<file path="config.mk">
export PLATFORM = sky130hd
export DESIGN_NAME = inference_sequencer
export DESIGN_NICKNAME = d
export VERILOG_FILES = /design/src/rtl/inference_pkg.sv /design/src/rtl/window_addr_gen.sv /design/src/rtl/inference_sequencer.sv
export SDC_FILE = /design/constraint.sdc
export NUM_CORES = 1
export LEC_CHECK = 0
export CAP_MARGIN = 25
export CORE_MARGIN = 10
export CORE_UTILIZATION = 50
export DETAILED_ROUTE_END_ITERATION = 12
export GPL_ROUTABILITY_DRIVEN = 1
export PLACE_DENSITY = 0.7
export SKIP_LAST_GASP = 1
export SYNTH_ARGS = -nofsm -noshare
export SYNTH_HDL_FRONTEND = slang
export SYNTH_SLANG_ARGS = --single-unit
</file>
<file path="constraint.sdc">
create_clock -name clk -period 3.8 [get_ports clk]
set_clock_uncertainty 0.1 [all_clocks]
set_input_delay 0.57 -clock clk [delete_from_list [all_inputs] [get_ports clk]]
set_output_delay 0.57 -clock clk [all_outputs]
set_load 0.03 [all_outputs]
</file>
<file path="src/rtl/inference_pkg.sv">
// -----------------------------------------------------------------------------
// inference_pkg
// Shared types and constants for the stress-detector inference sequencer.
//   state_t      : sequencer FSM states
//   DEF_*        : default frame geometry and derived window/beat counts
//   win_count()  : number of KxK windows in an img_w x img_h frame
// -----------------------------------------------------------------------------
package inference_pkg;

  typedef enum logic [1:0] {
    IDLE   = 2'd0,
    STREAM = 2'd1,
    DRAIN  = 2'd2,
    DONE   = 2'd3
  } state_t;

  localparam int DEF_IMG_W   = 8;
  localparam int DEF_IMG_H   = 8;
  localparam int DEF_K       = 3;
  localparam int DEF_TIMEOUT = 64;

  localparam int OUT_W  = DEF_IMG_W - DEF_K + 1;
  localparam int OUT_H  = DEF_IMG_H - DEF_K + 1;
  localparam int N_WIN  = OUT_W * OUT_H;
  localparam int N_BEAT = N_WIN * DEF_K * DEF_K;

  localparam int PIX_AW_DEF = $clog2(DEF_IMG_W * DEF_IMG_H);
  localparam int WGT_AW_DEF = $clog2(DEF_K * DEF_K);
  localparam int VOTE_W_DEF = $clog2(N_WIN + 1);

  function automatic int win_count(input int img_w, input int img_h, input int k);
    return (img_w - k + 1) * (img_h - k + 1);
  endfunction

endpackage

</file>
<file path="src/rtl/window_addr_gen.sv">
// -----------------------------------------------------------------------------
// window_addr_gen
// Walks every KxK window of an IMG_H x IMG_W frame, one tap per enabled cycle.
// Counter order, fastest first: kx, ky, col, row.
// Ports:
//   clk, rst     : clock, async active-high reset
//   clr          : return all counters to the first tap of the frame
//   en           : emit one beat this cycle and advance the counters
//   pix_addr     : registered image-buffer address (row+ky)*IMG_W + (col+kx)
//   wgt_addr     : registered weight-ROM address ky*K + kx
//   valid_pixel  : registered, high for the cycle after an enabled edge
//   win_last     : registered, last tap of a window, only when valid_pixel
//   frame_last   : counters currently sit on the final tap of the frame
// -----------------------------------------------------------------------------
module window_addr_gen
  import inference_pkg::*;
#(
  parameter int IMG_W  = DEF_IMG_W,
  parameter int IMG_H  = DEF_IMG_H,
  parameter int K      = DEF_K,
  parameter int PIX_AW = $clog2(IMG_W * IMG_H),
  parameter int WGT_AW = $clog2(K * K)
) (
  input  logic              clk,
  input  logic              rst,
  input  logic              clr,
  input  logic              en,
  output logic [PIX_AW-1:0] pix_addr,
  output logic [WGT_AW-1:0] wgt_addr,
  output logic              valid_pixel,
  output logic              win_last,
  output logic              frame_last
);

  localparam int OW    = IMG_W - K + 1;
  localparam int OH    = IMG_H - K + 1;
  localparam int KC_W  = $clog2(K + 1);
  localparam int COL_W = $clog2(OW + 1);
  localparam int ROW_W = $clog2(OH + 1);

  logic [KC_W-1:0]  kx, ky;
  logic [COL_W-1:0] col;
  logic [ROW_W-1:0] row;

  logic kx_last, ky_last, col_last, row_last;
  logic [PIX_AW-1:0] pix_next;
  logic [WGT_AW-1:0] wgt_next;

  assign kx_last    = (kx  == KC_W'(K - 1));
  assign ky_last    = (ky  == KC_W'(K - 1));
  assign col_last   = (col == COL_W'(OW - 1));
  assign row_last   = (row == ROW_W'(OH - 1));
  assign frame_last = kx_last && ky_last && col_last && row_last;

  assign pix_next = PIX_AW'((32'(row) + 32'(ky)) * 32'(IMG_W) + 32'(col) + 32'(kx));
  assign wgt_next = WGT_AW'(32'(ky) * 32'(K) + 32'(kx));

  always_ff @(posedge clk or posedge rst) begin
    if (rst) begin
      kx          <= '0;
      ky          <= '0;
      col         <= '0;
      row         <= '0;
      pix_addr    <= '0;
      wgt_addr    <= '0;
      valid_pixel <= 1'b0;
      win_last    <= 1'b0;
    end else if (clr) begin
      kx          <= '0;
      ky          <= '0;
      col         <= '0;
      row         <= '0;
      valid_pixel <= 1'b0;
      win_last    <= 1'b0;
    end else begin
      valid_pixel <= en;
      win_last    <= en && kx_last && ky_last;
      if (en) begin
        // Addresses hold while en is low so a stalled beat resumes unchanged.
        pix_addr <= pix_next;
        wgt_addr <= wgt_next;
        // Wrapping after the final tap leaves the counters ready for the next frame.
        if (!kx_last) begin
          kx <= kx + 1'b1;
        end else begin
          kx <= '0;
          if (!ky_last) begin
            ky <= ky + 1'b1;
          end else begin
            ky <= '0;
            if (!col_last) begin
              col <= col + 1'b1;
            end else begin
              col <= '0;
              if (!row_last) row <= row + 1'b1;
              else           row <= '0;
            end
          end
        end
      end
    end
  end

endmodule

</file>
<file path="src/rtl/inference_sequencer.sv">
// -----------------------------------------------------------------------------
// inference_sequencer
// Sequences one frame through the conv/ReLU/FC/argmax datapath: streams the
// pixel/weight addresses of every KxK window, then collects the per-window
// predictions and majority-votes them into a frame class.
// Ports:
//   clk, rst           : clock, async active-high reset (aborts a frame, no done)
//   start              : begin a frame; honoured only in IDLE or DONE
//   stall              : freezes streaming while high
//   prediction_valid   : per-window result strobe, stress_prediction its class
//   pix_addr, wgt_addr : registered memory addresses for the current beat
//   valid_pixel        : beat valid; win_last marks its last tap of a window
//   busy               : high in STREAM and DRAIN
//   done               : one-cycle pulse at frame completion
//   result_class       : 1 when vote_count*2 > number of windows
//   vote_count         : windows classified as 1
//   timeout_err        : frame ended because predictions stopped arriving
//   state_dbg          : current FSM state
// Strobe semantics: valid_pixel and prediction_valid are single-cycle
// qualifiers with no ready; a high cycle is one transfer. Stall is the only
// back-pressure and it suppresses valid_pixel rather than holding it high.
// -----------------------------------------------------------------------------
module inference_sequencer
  import inference_pkg::*;
#(
  parameter int IMG_W   = DEF_IMG_W,
  parameter int IMG_H   = DEF_IMG_H,
  parameter int K       = DEF_K,
  parameter int TIMEOUT = DEF_TIMEOUT,
  parameter int PIX_AW  = $clog2(IMG_W * IMG_H),
  parameter int WGT_AW  = $clog2(K * K),
  parameter int VOTE_W  = $clog2((IMG_W - K + 1) * (IMG_H - K + 1) + 1)
) (
  input  logic              clk,
  input  logic              rst,
  input  logic              start,
  input  logic              stall,
  input  logic              prediction_valid,
  input  logic              stress_prediction,
  output logic [PIX_AW-1:0] pix_addr,
  output logic [WGT_AW-1:0] wgt_addr,
  output logic              valid_pixel,
  output logic              win_last,
  output logic              busy,
  output logic              done,
  output logic              result_class,
  output logic [VOTE_W-1:0] vote_count,
  output logic              timeout_err,
  output state_t            state_dbg
);

  localparam int NW     = win_count(IMG_W, IMG_H, K);
  localparam int IDLE_W = $clog2(TIMEOUT + 1);

  state_t state, next_state;

  logic [VOTE_W-1:0] pred_cnt;
  logic [IDLE_W-1:0] idle_cnt;
  logic              stream_en;
  logic              frame_last;
  logic              accept_start;
  logic              all_preds;
  logic              pred_take;
  logic              timeout_hit;

  assign stream_en    = (state == STREAM) && !stall;
  assign accept_start = start && ((state == IDLE) || (state == DONE));
  assign all_preds    = (pred_cnt == VOTE_W'(NW));
  assign pred_take    = prediction_valid && !all_preds &&
                        ((state == STREAM) || (state == DRAIN));
  // A prediction arriving on the threshold cycle wins over the timeout.
  assign timeout_hit  = (state == DRAIN) && !all_preds && !prediction_valid &&
                        (idle_cnt == IDLE_W'(TIMEOUT));

  window_addr_gen #(
    .IMG_W (IMG_W),
    .IMG_H (IMG_H),
    .K     (K),
    .PIX_AW(PIX_AW),
    .WGT_AW(WGT_AW)
  ) u_addr_gen (
    .clk        (clk),
    .rst        (rst),
    .clr        (accept_start),
    .en         (stream_en),
    .pix_addr   (pix_addr),
    .wgt_addr   (wgt_addr),
    .valid_pixel(valid_pixel),
    .win_last   (win_last),
    .frame_last (frame_last)
  );

  always_ff @(posedge clk or posedge rst) begin
    if (rst) state <= IDLE;
    else     state <= next_state;
  end

  always_comb begin
    next_state = state;
    case (state)
      IDLE:    if (start) next_state = STREAM;
      STREAM:  if (stream_en && frame_last) next_state = DRAIN;
      DRAIN:   if (all_preds || timeout_hit) next_state = DONE;
      DONE:    next_state = start ? STREAM : IDLE;
      default: next_state = IDLE;
    endcase
  end

  always_ff @(posedge clk or posedge rst) begin
    if (rst) begin
      pred_cnt     <= '0;
      vote_count   <= '0;
      idle_cnt     <= '0;
      timeout_err  <= 1'b0;
      result_class <= 1'b0;
    end else if (accept_start) begin
      pred_cnt     <= '0;
      vote_count   <= '0;
      idle_cnt     <= '0;
      timeout_err  <= 1'b0;
      result_class <= 1'b0;
    end else begin
      if (pred_take) begin
        pred_cnt <= pred_cnt + 1'b1;
        if (stress_prediction) vote_count <= vote_count + 1'b1;
      end
      // Outside DRAIN the counter sits at zero, so DRAIN always starts fresh.
      if (state == DRAIN && !prediction_valid) idle_cnt <= idle_cnt + 1'b1;
      else                                     idle_cnt <= '0;
      if (state == DRAIN && next_state == DONE) begin
        result_class <= (32'(vote_count) << 1) > 32'(NW);
        timeout_err  <= timeout_hit;
      end
    end
  end

  assign busy      = (state == STREAM) || (state == DRAIN);
  assign done      = (state == DONE);
  assign state_dbg = state;

endmodule
</file>
Yosys cells after proc, flatten, opt, wreduce, memory -nomap -nowiden
Index checks and enable logic that the tools add are counted.
{"block": "classes", "bitwise_logic": 1, "n_mul": 1, "n_reduce_logical": 34, "muxes": 36, "n_eq_ne": 10, "order_cmp": 1, "add_sub_neg": 11}
{"cell": "3-bit two-way mux", "count": 11}
{"cell": "6-bit two-way mux", "count": 5}
{"cell": "2-bit two-way mux", "count": 10}
{"cell": "1-bit logical AND", "count": 15}
{"cell": "7-bit two-way mux", "count": 2}
{"cell": "2-bit nonzero test", "count": 7}
{"cell": "6-bit by 1-bit adder with 6-bit output, second input constant", "count": 2}
{"cell": "2-bit equality test, second input constant", "count": 5}
{"cell": "2-bit one-hot mux with 4 select lines", "count": 1}
{"cell": "7-bit by 1-bit adder with 7-bit output, second input constant", "count": 1}
{"cell": "7-bit equality test, second input constant", "count": 1}
{"cell": "7-bit by 6-bit greater-than comparator with 1-bit output, second input constant", "count": 1}
{"cell": "1-bit two-way mux", "count": 7}
{"cell": "3-bit by 1-bit adder with 3-bit output, second input constant", "count": 2}
{"cell": "6-bit by 2-bit adder with 6-bit output", "count": 1}
{"cell": "6-bit by 3-bit adder with 6-bit output", "count": 1}
{"cell": "3-bit equality test, second input constant", "count": 2}
{"cell": "6-bit equality test, second input constant", "count": 1}
{"cell": "2-bit AND reduction", "count": 3}
{"cell": "2-bit by 1-bit adder with 2-bit output, second input constant", "count": 2}
{"cell": "4-bit by 2-bit adder with 4-bit output", "count": 1}
{"cell": "2-bit by 2-bit multiplier with 4-bit output, second input constant", "count": 1}
{"cell": "4-bit AND reduction", "count": 1}
{"cell": "3-bit by 2-bit adder with 3-bit output", "count": 1}
{"cell": "other kinds (6)", "count": 10}
{"block": "word_totals", "input_bits": 6, "regBits": 45}

Depth between registers and ports, before layout
Gate-level depths: netlist of the first run.
{"block": "logic_depth", "depth_word": 12, "depth_mapped": 9}

Cells and area by module
A second synthesis of the first run with hierarchy kept.
{"block": "hier_totals", "hier_cells": 257, "hier_area_um2": 2487.4}
{"module": "inference_sequencer", "cells_per_inst": 134, "instances": 1, "area_each_um2": 1273.7}
{"module": "window_addr_gen", "cells_per_inst": 123, "instances": 1, "area_each_um2": 1213.7}

Worst setup path before layout of the first run
No wires, ideal clock.
{"block": "synth_path", "kind": "flip-flop to flip-flop", "from": "register state[0], in the netlist state_dbg[0]", "to": "register u_addr_gen.pix_addr[1]", "setup_ps": 133, "path_stages_with_launch": 9, "synth_period_minus_slack_ps": 2465, "arrival_time_ps": 2232, "path_slack_ps": 1335, "cell_sequence": "dfrtp_1 inv_1 ha_1 nand2b_1 clkbuf_1 nand2b_1 clkbuf_1 clkbuf_1 o21ai_0"}
{"block": "synth_between", "elab_chain_cells": 5, "word_cells_on_any_way": 8}
{"item": "from (decl)", "line_no": "inference_sequencer.sv:55", "source": "state_t state, next_state;"}
{"item": "from (signal assigned)", "line_no": "inference_sequencer.sv:95", "source": "else state <= next_state;"}
{"item": "2-bit equality test / 2-bit logical NOT (equally long branches)", "line_no": "inference_sequencer.sv:67", "source": "assign accept_start = start && ((state == IDLE) || (state == DONE));"}
{"item": "1-bit logical OR", "line_no": "inference_sequencer.sv:67"}
{"item": "1-bit logical AND", "line_no": "inference_sequencer.sv:67"}
{"item": "1-bit inverter (no line)"}
{"item": "2-bit AND reduction (no line) *"}
{"item": "to (signal assigned)", "line_no": "window_addr_gen.sv:80", "source": "pix_addr <= pix_next;"}
{"item": "to (decl)", "line_no": "window_addr_gen.sv:28", "source": "output logic [PIX_AW-1:0] pix_addr,"}
Mark *: on every way between the ends. The rest lies on a longest branch, timed or not.
A chain may end at the register's enable or synchronous reset.

Worst setup path in the final report of the first run
{"block": "layout_path", "from": "register state[0], in the netlist state_dbg[0]", "to": "output port busy"}
{"block": "layout_between", "elab_chain_cells": 2, "word_cells_on_any_way": 3}
{"item": "2-bit by 1-bit equality test with 1-bit output / 2-bit equality test (equally long branches)", "line_no": "inference_sequencer.sv:137", "source": "assign busy = (state == STREAM) || (state == DRAIN);"}
{"item": "1-bit logical OR *", "line_no": "inference_sequencer.sv:137"}
{"item": "to (decl)", "line_no": "inference_sequencer.sv:44", "source": "output logic busy,"}
Marks and branches as above.

==> results of run 1 <==
[worst paths after layout]
check | start | to | slack [ps]
worst max-delay path | state_dbg[0] | busy | 1180
worst min register to register | u_addr_gen.wgt_addr[3] | u_addr_gen.wgt_addr[3] | 380
worst max register to register | state_dbg[0] | u_addr_gen.pix_addr[0] | 1490
max in group asynchronous | rst | u_addr_gen.col[1] | 2350
min in group asynchronous | rst | u_addr_gen.pix_addr[1] | 530
worst min-delay path | u_addr_gen.wgt_addr[3] | u_addr_gen.wgt_addr[3] | 380
[metrics by stage]
stage	cell area [µm²]	setup WS (ps)	util	instances	total power, mW
2_1_floorplan	2490	1340	-	255	1.11
3_3_place_gp	2850	1330	0.596	346	1.33
3_5_place_dp	2850	1300	0.596	346	1.34
4_1_cts	2970	1150	0.620	354	1.72
5_1_grt	2970	1050	0.620	354	1.83
6_report	2970	1180	0.620	354	1.70
[worst min-delay path, delay by kind of cell (launching register included)]
family | cells | cell delay [ps]
AOI/OAI and AO/OA | 1 | 60
and+or+nand+nor | 1 | 50
DFF | 1 | 340
[where the power goes]
group          total, mW  switching (mW)  internal (mW)
Combinational      0.599           0.337          0.263
Clock              0.370           0.155          0.214
Sequential         0.728           0.131          0.598
[cell type report]
cell class / count / area, µm²
clock inverters: 1 / 30.0
multi-input cells: 183 / 1260
well taps: 67 / 83.8
repair buffers: 31 / 305
fillers: 421 / 1820
clock buffers: 7 / 86.3
flip-flops and latches: 45 / 1130
inverters: 20 / 75.1
[Yosys cell counts (all sizes together) (4+ instances only)]
master  count
nand2      39
a21oi      10
fa          4
dfrtp      45
xnor2       8
mux2i       4
nand4       4
inv        20
xor2       11
nand2b      6
clkbuf      6
ha         19
nor2       28
nand3       6
o21ai      14
[kinds of logic (layout without fill, tap and decap cells)]
logic type      Yosys count  after routing  synth area share
buf+inv                  27             59            0.0412
xor+xnor                 19             19            0.0669
compound gates           30             30            0.0694
flops                    45             45             0.452
simple gates            107            107             0.226
fa+ha+maj                23             23             0.128
mux                       4              4            0.0161
[sequential cells by signal, summed over array words and instances, names as in the netlist, 3 cells and up]
register,count
u_addr_gen.pix_addr,6
pred_cnt,6
u_addr_gen.row,3
vote_count,6
u_addr_gen.col,3
idle_cnt,7
u_addr_gen.wgt_addr,4
[cells in the final DEF (no fill, tap or decap), types with 8 or more instances in the layout]
cell type / netlist / final
xnor2_1: 8 / 8
o21ai_0: 14 / 14
dfrtp_1: 45 / 45
inv_1: 20 / 19
ha_1: 19 / 19
a21oi_1: 8 / 8
nor2_1: 28 / 28
nand2_1: 39 / 39
xor2_1: 11 / 11
clkdlybuf4s50_1: 0 / 29
[metal layers]
layer	vias to the layer above	share of wire	track usage
met5	-	0	0
met1	823	0.47	0.132
met2	31	0.46	0.189
li1	902	-	-
met3	6	0.063	0.0524
met4	0	0.011	0.0358
==> results.md, run 1 <==
* Worst hold margin at 379 ps
* Bufs on Longest Clock Path at 2
* Yosys warning total at 0
* Via density at 4.98
* Clk slew on worst S/H paths at 80 ps
* Max-cap violations at 0
* GRT Util Overall at 0.116
* First-pass GRT wire length at 7.88 mm
* Status: complete, no violations
* DRC at 0
* Maximum VDD drop at 0.000358 V
* Sink Count at 45
* Crit-path cells: inv_1, ha_1, clkdlybuf4s50_1
* Most used DFF post-synth: dfrtp_1
* Top cell type's share of synthesized area at 0.452
* Distinct cell type count after synthesis at 40
* TritonCTS Buffers at 5
* TritonCTS clock tree: built
* Ant diodes at 0
* Clock Latency Late Sink at 290 ps
* Post-Synthesis Mean Instance Area at 9.76 µm²
* Crit. path cell count at 3
* Final cycle utilization of the critical path at 0.690
* Final ANT Viol Nets at 0
* FF-to-FF path depth at 7
* Total routed wirelength at 4.58 mm
* Cts-stage hold buffer count at 0
* Die Span Y at 90.6 µm
* Max Freq at 0.382 GHz
* Yosys top cell by area: dfrtp_1
* Mapped Nets at 284
* Vias in the first global route at 1705
* Share of layout cells above drive strength 1 at 0.0662
* Port bufs at 29
* Detailed-router iteration count before antenna repair at 4
* Tightest Pin Transition at 770 ps
* Layout Nets at 315
* Final setup violation count at 0
* Type of origin of the critical path: flip-flop
* Hold Path Class: reg2reg
* Routed len/inst at 12.9 µm
* Final slew viol count at 0
* Synth top area cells: dfrtp_1 45%, ha_1 9.6%, nand2_1 5.9%, nor2_1 4.2%, xor2_1 3.9%
* Global route overflow at 0
* Worst path buffer plus inverter count at 2
* Post-CTS Setup Bufs at 0
* Vias post-DR at 1762
* Post-DP HPWL at 3.45 mm
* Setup TNS at 0 ps
* WP data arrival at 1950 ps
* Worst Hold Depth at 2
* # IOs at 30
* Ys async rst share at 1.00
* RSZ-0062 raised after global routing: false
* Die width at 90.6 µm
* Number of synthesized flops with an enable pin at 0
* CTS root buf: clkbuf_8
* Post-synth design cell area at 2490 µm²
* Synth-to-Final Area Change at 19.2%
* CP endpoint kind: output pin
* Sequential area share after synthesis at 0.452
* Max-slew headroom at 0.483
* Slowest stage delay, CP at 690 ps
* Placer Congestion at 0.766
* Crit-path max FO at 7
* Initial antenna violation count at 0
* WP data required at 3130 ps
* Top Family by Delay on Critical Path: buffers and inverters
* Initial Utilization at 0.520
* H-Tree Depth at 2
* PD cells at 572 nW/µm²
* Critical path's slowest cell: clkdlybuf4s50_1
* Die footprint at 8200 µm²
* Core ar. at 4790 µm²
* Flops & latches, synth at 45
* Worst Setup Path Type: reg2out
* Pin count of the biggest net entering global routing at 25
* Minimum clock period at 2620 ps
* Hold Fails Final Rpt at 0
* Post_cts resized at 0
* DRT iter0 DRCs at 51
* FP Rows at 25
* Mapped Cells at 255
* Lkg Pwr at 1.36 nW
Power figures use the tool's default switching activity.
==> inputs of run 2 (changes only) <==
Clock period 3.8 ns to 2.7 ns, I/O delays scaled along.
==> run 2 against run 1 <==
Net effect: combinational power rose by 41%; cell area up 0.97%; hold slack got worse by 2.8 ps; sequential power increased by 41%; wire length increased by 0.76%; sequential share of layout area decreased by 0.36 points; die area is the same; critical endpoint unchanged; highest routed layer unchanged.
==> results.md, run 2 (synthesis gave the netlist of run 1 again) <==
* Status: complete, no violations (unchanged)
* WP data required at 2190 ps (was 3130 ps)
* Final cycle utilization of the critical path at 0.922
* CTS root buf: clkbuf_8 (unchanged)
* Commonest non-fill, non-tap cell in the layout: dfrtp_1 (unchanged)
* Crit-path cells: inv_1, ha_1, clkdlybuf4s50_1 (unchanged)
* Placer Congestion at 0.766 (unchanged)
* Flip-flop count of the largest register after layout at 7 (unchanged)
* Via density at 5.01 (was 4.98)
* PD cells at 828 nW/µm² (was 572 nW/µm²)
* Bufs on Longest Clock Path at 2 (unchanged)
* Crit-path max FO at 7 (unchanged)
* Fin util at 0.626 (was 0.620)
* Final ANT Viol Nets at 0 (unchanged)
* R2R Path Start: state_dbg[0] (unchanged)
* Design area at 3000 µm² (was 2970 µm²)
* Initial antenna violation count at 0 (unchanged)
* CP endpoint kind: output pin (unchanged)
* Worst r2r dst: result_class (was u_addr_gen.pix_addr[0])
* Hold Path Class: reg2reg (unchanged)
* Hold Fails Final Rpt at 0 (unchanged)
* Share of layout cells above drive strength 1 at 0.0729 (was 0.0662)
* Die footprint at 8200 µm² (unchanged)
* Hold_sp: u_addr_gen.wgt_addr[1] (was u_addr_gen.wgt_addr[3])
* Slowest stage delay, CP at 700 ps (was 690 ps)
* Ant diodes at 0 (unchanged)
* Synth-to-Final Area Change at 20.4% (was 19.2%)
* Detailed-router iteration count before antenna repair at 4 (unchanged)
* GRT Util Overall at 0.117 (was 0.116)
* Post-DP HPWL at 3.48 mm (was 3.45 mm)
* Port bufs at 29 (unchanged)
* Post_cts resized at 0 (unchanged)
* Clock Latency Late Sink at 300 ps (was 290 ps)
* Placed Area at 2860 µm² (was 2850 µm²)
* Total routed wirelength at 4.62 mm (was 4.58 mm)
* Die Span Y at 90.6 µm (unchanged)
* Fillers at 416 (was 421)
* WP data arrival at 1980 ps (was 1950 ps)
* RSZ-0062 raised after global routing: false (unchanged)
* DRC at 0 (unchanged)
* Worst Hold Depth at 2 (unchanged)
* Lkg Pwr at 1.37 nW (was 1.36 nW)
* Critical path's slowest cell: clkdlybuf4s50_1 (unchanged)
* Max-slew headroom at 0.627 (was 0.483)
* Worst Setup Path Type: reg2out (unchanged)
* Worst R2R Setup Slack at 430 ps (was 1490 ps)
* Sink Count at 45 (unchanged)
* TritonCTS clock tree: built (unchanged)
* Non-Filler Instances at 355 (was 354)
* Type of origin of the critical path: flip-flop (unchanged)
* Most frequent cells in the layout: 45 x dfrtp_1, 39 x nand2_1, 29 x clkdlybuf4s50_1 (unchanged)
* Clk slew on worst S/H paths at 90 ps (was 80 ps)
* # IOs at 30 (unchanged)
* Initial Utilization at 0.520 (unchanged)
* DRT iter0 DRCs at 52 (was 51)
* Final slew viol count at 0 (unchanged)
* Vias in the first global route at 1805 (was 1705)
* Final setup violation count at 0 (unchanged)
* FP Rows at 25 (unchanged)
* Routed len/inst at 13.0 µm (was 12.9 µm)
* Tightest Pin Transition at 560 ps (was 770 ps)
* FF-to-FF path depth at 7 (unchanged)
* Layout Nets at 316 (was 315)
* Setup TNS at 0 ps (unchanged)
* Minimum clock period at 2490 ps
* Max-cap violations at 0 (unchanged)
* Cts-stage hold buffer count at 0 (unchanged)
* First-pass GRT wire length at 8.19 mm (was 7.88 mm)
* Max Freq at 0.402 GHz
* Worst Hold End: u_addr_gen.wgt_addr[1] (was u_addr_gen.wgt_addr[3])
* TritonCTS Buffers at 5 (unchanged)
* Maximum VDD drop at 0.000539 V (was 0.000358 V)
* Vias post-DR at 1780 (was 1762)
* Post-CTS Setup Bufs at 0 (unchanged)
* Power, Total at 2.48 mW (was 1.70 mW)
* Pin count of the biggest net entering global routing at 46 (was 25)
* # placed instances at 347 (was 346)
* Core ar. at 4790 µm² (unchanged)
* Die width at 90.6 µm (unchanged)
* H-Tree Depth at 2 (unchanged)
* Register bank with the most flops: idle_cnt (unchanged)
* Global route overflow at 0 (unchanged)
run 2: worst max path at each step:
stage | from | endpoint | cells after the start
finish | state_dbg[0] | busy | 3
global route | state_dbg[0] | busy | 3
CTS | state_dbg[0] | busy | 3
detailed placement | start | result_class | 6
global placement | start | result_class | 6
floorplan | state_dbg[0] | u_addr_gen.pix_addr[1] | 8
run 2: power breakdown:
| part | internal [mW] | switching [mW] |
|---|---|---|
| registers | 0.841 | 0.185 |
| clock network | 0.372 | 0.236 |
| logic | 0.374 | 0.472 |
run 2: worst max-delay path, delay by kind of cell, from the launching register on:
family                     cells  cell delay, ps
adders and majority gates      1             380
buffers and inverters          2             820
DFF                            1             480
run 2: final cells by class:
type,instances,area [µm²],share of cell area
multi-input cells,183,1260,0.421
flip-flops and latches,45,1130,0.376
repair buffers,32,313,0.104
well taps,67,83.8,0.0280
inverters,20,75.1,0.0251
clock buffers,5,68.8,0.0230
clock inverters,3,68.8,0.0230
run 2: per-stage QoR:
step / setup slack, ps / hold WS (ps)
final: 212 / 376
after global routing: 116 / 406
after CTS: 201 / 382
after detailed placement: 331 / 362
after global placement: 381 / 360
after floorplan: 235 / 368
run 2: routing by layer:
metal | track usage | vias to the layer above | share of wire
met4 | 0.0438 | 0 | 0.015
met1 | 0.132 | 835 | 0.44
met5 | 0 | - | 0
met2 | 0.195 | 36 | 0.47
met3 | 0.0474 | 7 | 0.074
li1 | - | 902 | -
==> inputs of run 3 (changes only) <==
Settings changed: CAP_MARGIN 25 to 10.
==> results of run 3 <==
The final DEF is identical to that of run 2; final timing and power are the same.
==> patch (config.mk and constraints of run 1) <==
Set the package constant `DEF_K` to 2 (it was 3).
--- a/src/rtl/inference_pkg.sv
+++ b/src/rtl/inference_pkg.sv
@@ -18,3 +18,3 @@
   localparam int DEF_IMG_H   = 8;
-  localparam int DEF_K       = 3;
+  localparam int DEF_K       = 2;
   localparam int DEF_TIMEOUT = 64;
Interface: changed (resized wgt_addr); port bits go from 30 to 28. No check against the original RTL was run, so the function may have changed too.
==> patch against run 1 <==
Sequential cell count down 2; worst setup slack better by 0.0033 ns; highest routed layer unchanged; power up 1.7%; area after synthesis shrank 6.5%; count of clock-buffer cells in the layout decreased by 1; cell area is 7.9% lower; combinational power rose by 16%; critical path depth did not move; wire length is 6.0% lower.
==> patch: results <==
metrics = {
    "power": {
        "cellLeakagePower_nw": 1.25,
        "max-vdd-ir-drop_mv": 0.442,
        "p_switching_uw": 687,
    },
    "global_route": {
        "grt_start_max_net_pins": 44,
        "grt_pass1_wl_microns": 7450,
        "grtUsageTotal": 0.118,
        "met3_usage": 0.0414,
        "gr-usage-met1": 0.136,
    },
    "place": {
        "dp_hpwl_microns": 3240,
        "finalWeightedCongestion": 0.826,
        "port_buffers": 27,
        "place_ws_ns": 1.34,
        "place_area_sq_um": 2650,
    },
    "detailed_routing": {
        "wl_met3_microns": 218,
        "drt_iter0_markers": 48,
        "wl_met2_microns": 2080,
    },
    "outcome": {
        "outcome": "finished, final reports clean",
    },
    "cells_and_area": {
        "final_cells": 308,
        "nNetsFinal": 277,
        "layout-drive-gt1-share": 0.0898,
    },
    "yosys": {
        "syn_area_per_cell_sq_um": 10.3,
        "synth_cell_types": 46,
        "ys_seq_area_frac": 0.462,
        "synth_common_cells": "43 x dfrtp_1, 25 x nand2_1, 25 x nor2_1",
        "yosys-top-cells-area": "dfrtp_1 46%, ha_1 7.5%, xnor2_1 4.1%",
    },
    "sta": {
        "tightest_slew_ns": 0.524,
    },
}
[patch: changes by cell type in the layout (fill, tap and decap cells not counted), moves of 3 or more]
cell,change
ha_1,-5
inv_1,-3
nand2_1,-14
nand2b_1,-3
nor2_1,-3
nor3_1,+4
o21ai_0,-6
xnor2_1,+3
[patch: path summary, 6_finish.rpt]
check | startpoint | to | slack [ns] | cells past startpoint
setup / recovery | state_dbg[0] | busy | 1.18 | 3
hold / removal | u_addr_gen.pix_addr[5] | u_addr_gen.pix_addr[5] | 0.38 | 2
setup reg to reg | state_dbg[0] | u_addr_gen.pix_addr[0] | 1.46 | 5
hold reg to reg | u_addr_gen.pix_addr[5] | u_addr_gen.pix_addr[5] | 0.38 | 2
max in group asynchronous | rst | vote_count[2] | 2.62 | 3
min in group asynchronous | rst | u_addr_gen.valid_pixel | 0.61 | 3
[patch: final cells by class]
class                      count  area, sq um
fill                         387         1710
clock buffer                   6         72.6
clock inverter                 2         12.5
timing repair buffer          29          285
inverter                      16         60.1
multi-input combinational    160         1160
tap                           52         65.1
sequential                    43         1080
[patch: power groups by stage]
stage,Sequential [mW],Combinational [mW],Clock (mW)
5_1_grt,0.777,0.776,0.309
4_1_cts,0.752,0.708,0.291
2_1_floorplan,0.851,0.376,0
3_5_place_dp,0.760,0.704,0
6_report,0.753,0.693,0.280
3_3_place_gp,0.759,0.687,0
[patch: cells by family after synthesis]
| logic type | Yosys count | synth area share |
|---|---|---|
| buffers and inverters | 22 | 0.0392 |
| muxes | 7 | 0.0312 |
| DFF | 43 | 0.462 |
| AOI/OAI and AO/OA | 30 | 0.0957 |
| xor gates and xnor gates | 22 | 0.0828 |
| adders and majority gates | 16 | 0.0925 |
| and+or+nand+nor | 85 | 0.196 |
